`src/rtl/ucie_ctl_sb_req_queue.sv`:
```
// Sideband request queue: buffers CTL message requests and issues them one at
// a time to the SB top, tracking busy until completion with an ack timeout.
module ucie_ctl_sb_req_queue #(
  parameter int DEPTH  = 4,
  parameter int ACK_TO = 8,
  localparam int CW    = $clog2(DEPTH + 1)
) (
  input  logic          i_clk,
  input  logic          i_rst,
  input  logic          i_req_vld,
  input  logic [4:0]    i_req_decode,
  input  logic [31:0]   i_req_cap,
  output logic          o_req_rdy,
  output logic          o_valid_lp_sb,
  output logic [4:0]    o_rdi_lp_sb_decode,
  output logic [31:0]   o_rdi_lp_adv_cap_value,
  input  logic          i_pl_sb_busy,
  output logic [CW-1:0] o_q_count,
  output logic          o_q_empty,
  output logic          o_ack_timeout,
  output logic          o_idle
);

  localparam int AW = (DEPTH > 1) ? $clog2(DEPTH) : 1;
  localparam int TW = (ACK_TO > 1) ? $clog2(ACK_TO) : 1;

  typedef enum logic [1:0] {IDLE, SEND, WAIT_ACK, WAIT_DONE} state_t;

  state_t         state, state_d;
  logic [TW-1:0]  ack_cnt, ack_cnt_d;
  logic [36:0]    mem [DEPTH];
  logic [AW-1:0]  wr_ptr, rd_ptr;
  logic [CW-1:0]  count;
  logic           push, pop, timeout;
  logic           valid_q;
  logic [4:0]     dec_q;
  logic [31:0]    cap_q;

  assign o_req_rdy = (count != CW'(DEPTH));
  assign o_q_empty = (count == '0);
  assign push      = i_req_vld && o_req_rdy;

  always_ff @(posedge i_clk) begin
    if (push) mem[wr_ptr] <= {i_req_decode, i_req_cap};
  end

  // DEPTH is a power of two, so pointers wrap by natural overflow
  always_ff @(posedge i_clk or negedge i_rst) begin
    if (!i_rst) begin
      wr_ptr <= '0;
      rd_ptr <= '0;
      count  <= '0;
    end else begin
      if (push) wr_ptr <= wr_ptr + 1'b1;
      if (pop)  rd_ptr <= rd_ptr + 1'b1;
      case ({push, pop})
        2'b10:   count <= count + 1'b1;
        2'b01:   count <= count - 1'b1;
        default: count <= count;
      endcase
    end
  end

  always_comb begin
    state_d   = state;
    ack_cnt_d = ack_cnt;
    pop       = 1'b0;
    timeout   = 1'b0;
    case (state)
      IDLE: begin
        if (!o_q_empty && !i_pl_sb_busy) begin
          pop     = 1'b1;
          state_d = SEND;
        end
      end
      SEND: begin
        state_d   = WAIT_ACK;
        ack_cnt_d = '0;
      end
      WAIT_ACK: begin
        if (i_pl_sb_busy) begin
          state_d = WAIT_DONE;
        end else if (ack_cnt == TW'(ACK_TO - 1)) begin
          timeout = 1'b1;
          state_d = IDLE;
        end else begin
          ack_cnt_d = ack_cnt + 1'b1;
        end
      end
      WAIT_DONE: begin
        if (!i_pl_sb_busy) state_d = IDLE;
      end
      default: state_d = IDLE;
    endcase
  end

  always_ff @(posedge i_clk or negedge i_rst) begin
    if (!i_rst) begin
      state   <= IDLE;
      ack_cnt <= '0;
      valid_q <= 1'b0;
      dec_q   <= '0;
      cap_q   <= '0;
    end else begin
      state   <= state_d;
      ack_cnt <= ack_cnt_d;
      valid_q <= (state_d == SEND);
      if (pop) {dec_q, cap_q} <= mem[rd_ptr];
    end
  end

  assign o_valid_lp_sb          = valid_q;
  assign o_rdi_lp_sb_decode     = dec_q;
  assign o_rdi_lp_adv_cap_value = cap_q;
  // Timeout is flagged in the final WAIT_ACK cycle itself
  assign o_ack_timeout          = timeout;
  assign o_q_count              = count;
  assign o_idle                 = (state == IDLE) && o_q_empty;

endmodule

```
`config.mk`:
```
export PLATFORM = sky130hd
export DESIGN_NAME = ucie_ctl_sb_req_queue
export DESIGN_NICKNAME = d
export VERILOG_FILES = /design/src/rtl/ucie_ctl_sb_req_queue.sv
export SDC_FILE = /design/constraint.sdc
export NUM_CORES = 1
export LEC_CHECK = 0
export CORE_MARGIN = 5
export CORE_UTILIZATION = 56
export CTS_BUF_LIST = sky130_fd_sc_hd__clkbuf_8
export DETAILED_ROUTE_END_ITERATION = 6
export PLACE_DENSITY_LB_ADDON = 0.12
export SLEW_MARGIN = 15
export SYNTH_ARGS = -nofsm -noshare
export SYNTH_HDL_FRONTEND = slang
export SYNTH_SLANG_ARGS = --single-unit
```
`constraint.sdc`:
```
create_clock -name i_clk -period 3 [get_ports i_clk]
set_input_delay 0.75 -clock i_clk [delete_from_list [all_inputs] [get_ports i_clk]]
set_output_delay 0.75 -clock i_clk [all_outputs]
set_load 0.01 [all_outputs]
```
# [Yosys cells after proc, flatten, opt, wreduce, memory -nomap -nowiden]
# Memory sizes are Yosys's and may differ from the RTL's. A register that Yosys moved wholly into a read port is not among the register bits.
# Cells that the tools add are included.
[totals] mem_count=1 elab_cells=49 regBits=13 ram_bits=148 output_inout_bits=45
[mem_list] name="mem" depth=4 width=37 read_ports=1 rd_clocked_by_memory_dff=1 wr=1 line="31" rtl="logic [36:0] mem [DEPTH];"
[op_classes] n_reduce_logical=11 n_mux=16 n_eq_ne=10 add_sub_neg=5
[op_table] operator="$pmux W3 S2" n=2
[op_table] operator="$mux W2" n=4
[op_table] operator="$pmux W2 S4" n=1
[op_table] operator="$mux W1" n=7
[op_table] operator="$add A3 B1 Y3 const B" n=2
[op_table] operator="$eq A2 B1 Y1 const B" n=3
[op_table] operator="$eq A2 B2 Y1 const B" n=3
[op_table] operator="$mux W3" n=2
[op_table] operator="$add A2 B1 Y2 const B" n=2
[op_table] operator="$ne A2 B2 Y1 const B" n=2
[op_table] operator="$reduce_bool A2 Y1" n=2
[op_table] operator="$eq A3 B3 Y1 const B" n=1
[op_table] operator="$logic_and A1 B1 Y1" n=3
[op_table] operator="$logic_not A1 Y1" n=3
[op_table] operator="$logic_not A3 Y1" n=1
[op_table] operator="$ne A3 B3 Y1 const B" n=1
[op_table] operator="$reduce_and A3 Y1" n=1
[op_table] operator="$sub A3 B1 Y3 const B" n=1
[op_table] operator="$logic_not A2 Y1" n=1

# [Longest topological paths before layout]
[logic_depth] ltp_word=7 ltp_mapped=11 ltp_nobuf=9

# [Worst setup path before layout]
# No wires, ideal clock.
[synth_path] path_kind="input to register" from="input port i_pl_sb_busy" to="register count[2] (netlist: o_q_count[2])" t_arrival_ps=2243 stages=10 path_slack_ps=678 required_ps=2921 path_cell_list="nand3b_4 > inv_2 > buf_6 > buf_6 > ha_1 > inv_1 > fa_1 > xor2_1 > nor2_1 > xor2_1"
[synth_between] elab_chain_len=6 elab_cells_between_ends=8 cone_classes="2 x eq/ne; 3 x mux; 3 x reduce/logical"
[synth_lines] item="start: declaration" line="17" rtl="input logic i_pl_sb_busy,"
[synth_lines] item="$logic_not A1 Y1 (*)"
[synth_lines] item="$logic_and A1 B1 Y1 (*)" line="71" rtl="if (!o_q_empty && !i_pl_sb_busy) begin"
[synth_lines] item="$mux W1 (*)" line="71"
[synth_lines] item="$mux W1 (*)" line="69" rtl="case (state)"
[synth_lines] item="net pop" line="34" rtl="logic push, pop, timeout;"
[synth_lines] item="$eq A2 B1 Y1 or $eq A2 B2 Y1 (tied branches)" line="56" rtl="case ({push, pop})"
[synth_lines] item="$pmux W3 S2 or $reduce_bool A2 Y1 (tied branches)"
[synth_lines] item="end signal: assignment" line="57" rtl="2'b10: count <= count + 1'b1;"
[synth_lines] item="end signal: assignment" line="58" rtl="2'b01: count <= count - 1'b1;"
[synth_lines] item="end signal: assignment" line="59" rtl="default: count <= count;"
[synth_lines] item="end: declaration" line="33" rtl="logic [CW-1:0] count;"
# Mark *: on every way through the listed nets, which the timed path passes. The rest lies on a longest branch.
# A chain may end at the register's enable or synchronous reset.

# [Worst setup path after layout]
[layout_path] from="input port i_pl_sb_busy" to="output port o_ack_timeout"
[layout_between] elab_chain_len=2
[layout_lines] item="$mux W1" line="81" rtl="if (i_pl_sb_busy) begin"
[layout_lines] item="$mux W1" line="69"
[layout_lines] item="end: declaration" line="20" rtl="output logic o_ack_timeout,"
# No other way between the ends.

==> summary.md <==
| Metric | Value |
|---|---|
| RSZ-0062 raised after global routing | `no` |
| Post-synth top area share | `0.592` |
| Final GP Congestion | `0.773` |
| R2R depth | `9` |
| Final period utilization | `0.943` |
| GRT overflow | `0` |
| Synth Area in Compound Gates | `0.00584` |
| Final-report max-slew violation count | `0` |
| Flop-to-flop setup slack | `0.65 ns` |
| Core area | `13,200 µm²` |
| Number of flops mapped to enable cells by yosys | `148` |
| Buffers on Ports | `85` |
| # setup viols final | `0` |
| # nets final | `495` |
| Clock Skews | `0.00778 ns` |
| Worst setup EP type | `output port` |
| Root Buffer Master | `clkbuf_8` |
| Largest net degree at the start of global routing | `38` |
| DP Cell Count | `603` |
| CTS tree | `done` |
| Crit path kind | `primary input to output port` |
| Die width | `126 µm` |
| Status | `finished, final reports clean` |
| Leakage | `0.00324 µW` |
| First drt pass iteration count | `6` |
| Met3 usage | `0.0474` |
| Vias in the first global route | `3,762` |
| Non-Filler Instances | `635` |
| Setup bufs post-CTS | `0` |
| Post-Synth XOR/XNOR Area | `0.00700` |
| ANT nets after route | `0` |
| Met2 Resource Use GR | `0.301` |
| Critical path origin | `i_pl_sb_busy` |
| Longest Clk Path Bufs | `2` |
| Max-cap violation count | `0` |
| Clock Latency Late Sink | `0.45 ns` |
| Hpwl dp | `8200 µm` |
| TritonCTS Sinks | `198` |
| Clock-pin slew on the worst setup and hold paths | `0.09 ns` |
| Syn_area_per_cell | `22.1 µm²` |
| Reg2reg start | `o_q_count[0]` |
| Post-Synth Simple-Gate Area | `0.0180` |
| Layout cells sized above 1 | `0.281` |
| H-tree depth | `4` |
| CP required | `2.25 ns` |
| Cell taking the most area after synthesis | `edfxtp_1` |
| Synth unique cells | `32` |
| Min cycle time layout | `2.83 ns` |
| First-pass GRT wire length | `20,600 µm` |
| Synth top area cells | `edfxtp_1, dfrtp_1, mux4_2` |
| Pwr Total | `8590 µW` |
| Post-synthesis mux area share | `0.180` |
| I/O Pins | `86` |
| Net Count, Synth | `388` |
| Crit path launch type | `primary input` |
| Iteration-0 DRC Markers | `223` |
| Top Usage Layer GRT | `met2` |
| Critical Path Sink | `o_ack_timeout` |
| Initial antenna violation count | `0` |
| Max-slew headroom | `0.509` |
| Yosys reg bits | `198` |
| Row Count | `42` |
| WL/cell | `20.3 µm` |
| Peak supply drop | `450 µV` |
| Aggregate global-route resource usage | `0.174` |
| Num CTS Buffers | `17` |
| Fin util | `0.688` |
| Main combinational cell family by area after synthesis | `multiplexers` |
| Final Hold Viols | `0` |
| Setup tns final | `0 ns` |
| Worst r2r dst | `o_q_count[2]` |
| # diodes | `0` |
| Die ar. | `15,800 µm²` |
| Met1 track demand over resource | `0.215` |
| Yosys warns | `0` |
| # hold bufs at CTS | `0` |
| Fmax | `0.353 GHz` |
| Post-Synth Adder-Cell Area | `0.0143` |
| Arr. time, crit path | `2.08 ns` |
| Top_reg_cell synth | `edfxtp_1` |
| Seq/Total Area, Yosys | `0.759` |
| CP max FO | `2` |
| Area growth syn-to-layout | `20.9%` |
| Worst slew pin tran | `0.737 ns` |
| Hold/Removal Path Class | `primary input to async pin` |
| PD cells | `947 nW/µm²` |
| Ys async rst share | `0.253` |
| Count leader, synth | `edfxtp_1` |
| Die Y | `126 µm` |
| Cells after Synth | `339` |
| Resized Gates After CTS | `0` |
| Top cells by count, synth | `edfxtp_1, dfrtp_1, mux4_2` |
| Via density per instance | `5.46` |
| Starting density of the core | `0.569` |
| Detailed-route DRC error count | `0` |
| Synthesized area | `7500 µm²` |
| Routed vias | `3,464` |
| Drt total wl | `12,900 µm` |
-- area by class of cell --
type,count,area [µm²]
inverters,10,37.5
clock buffers,19,262
repair buffers,100,1010
clock inverters,13,146
multi-input cells,119,1700
fillers,846,4120
flip-flops and latches,198,5700
well taps,176,220
-- registers in the layout (all words and copies together), names as in the netlist --
register	cells
ack_cnt	3
wr_ptr	2
o_rdi_lp_adv_cap_value	32
rd_ptr	2
state	2
o_valid_lp_sb	1
o_q_count	3
mem	148
o_rdi_lp_sb_decode	5
-- cell families (layout without fill, tap and decap cells) --
family / after synthesis / in the layout
xor+xnor: 6 / 6
mux: 77 / 77
fa+ha+maj: 8 / 8
simple gates: 21 / 21
compound gates: 7 / 7
flops: 198 / 198
buf+inv: 22 / 142
-- placed cells by master, fill, tap and decap left out, types with 3 or more instances in the layout --
cell               n
dfrtp_1           48
edfxtp_1         148
buf_12             4
ha_1               7
clkbuf_8          19
mux2_1             3
o21ai_0            3
clkinv_4           3
and3_2             4
clkdlybuf4s50_1   84
mux4_2            37
inv_1              9
buf_4             11
mux2_2            16
nor2_1             4
mux2_4            19
nand2_1            5
inv_6              4
xnor2_1            4
-- per-layer routing --
metal | routed length, µm | share of wire | vias up
li1 | - | - | 1564
met3 | 605 | 0.047 | 19
met1 | 5210 | 0.40 | 1806
met2 | 6910 | 0.53 | 75
met5 | 0 | 0 | -
met4 | 191 | 0.015 | 0
-- worst min path at each step --
| stage | from | to | slack (ns) | cells after the start |
|---|---|---|---|---|
| 2_1_floorplan | i_rst | ack_cnt[0] | 0.45 | 0 |
| 3_3_place_gp | o_rdi_lp_adv_cap_value[0] | o_rdi_lp_adv_cap_value[0] | 0.47 | 1 |
| 3_5_place_dp | o_rdi_lp_adv_cap_value[0] | o_rdi_lp_adv_cap_value[0] | 0.48 | 1 |
| 4_1_cts | i_rst | o_rdi_lp_adv_cap_value[9] | 0.34 | 1 |
| 5_1_grt | i_rst | o_rdi_lp_adv_cap_value[30] | 0.37 | 1 |
| 6_report | i_rst | o_rdi_lp_adv_cap_value[0] | 0.35 | 1 |
-- worst max-delay path, stage by stage --
cell,delay (ns)
clkdlybuf4s50_1,0.42
nor4b_1,0.31
clkdlybuf4s50_1,0.60
-- through the flow --
step,area (µm²),setup WS (ns),hold WS (ns)
6_report,9070,0.170,0.348
5_1_grt,9070,0.00349,0.365
4_1_cts,9070,0.126,0.336
3_5_place_dp,8660,0.161,0.477
3_3_place_gp,8660,0.196,0.467
2_1_floorplan,7500,0.678,0.454
-- where the power goes --
part           internal (µW)  switching, µW
logic                   1620           1160
registers               3730            380
clock network            796            899
total                   6150           2440
Power figures use the tool's default switching activity.
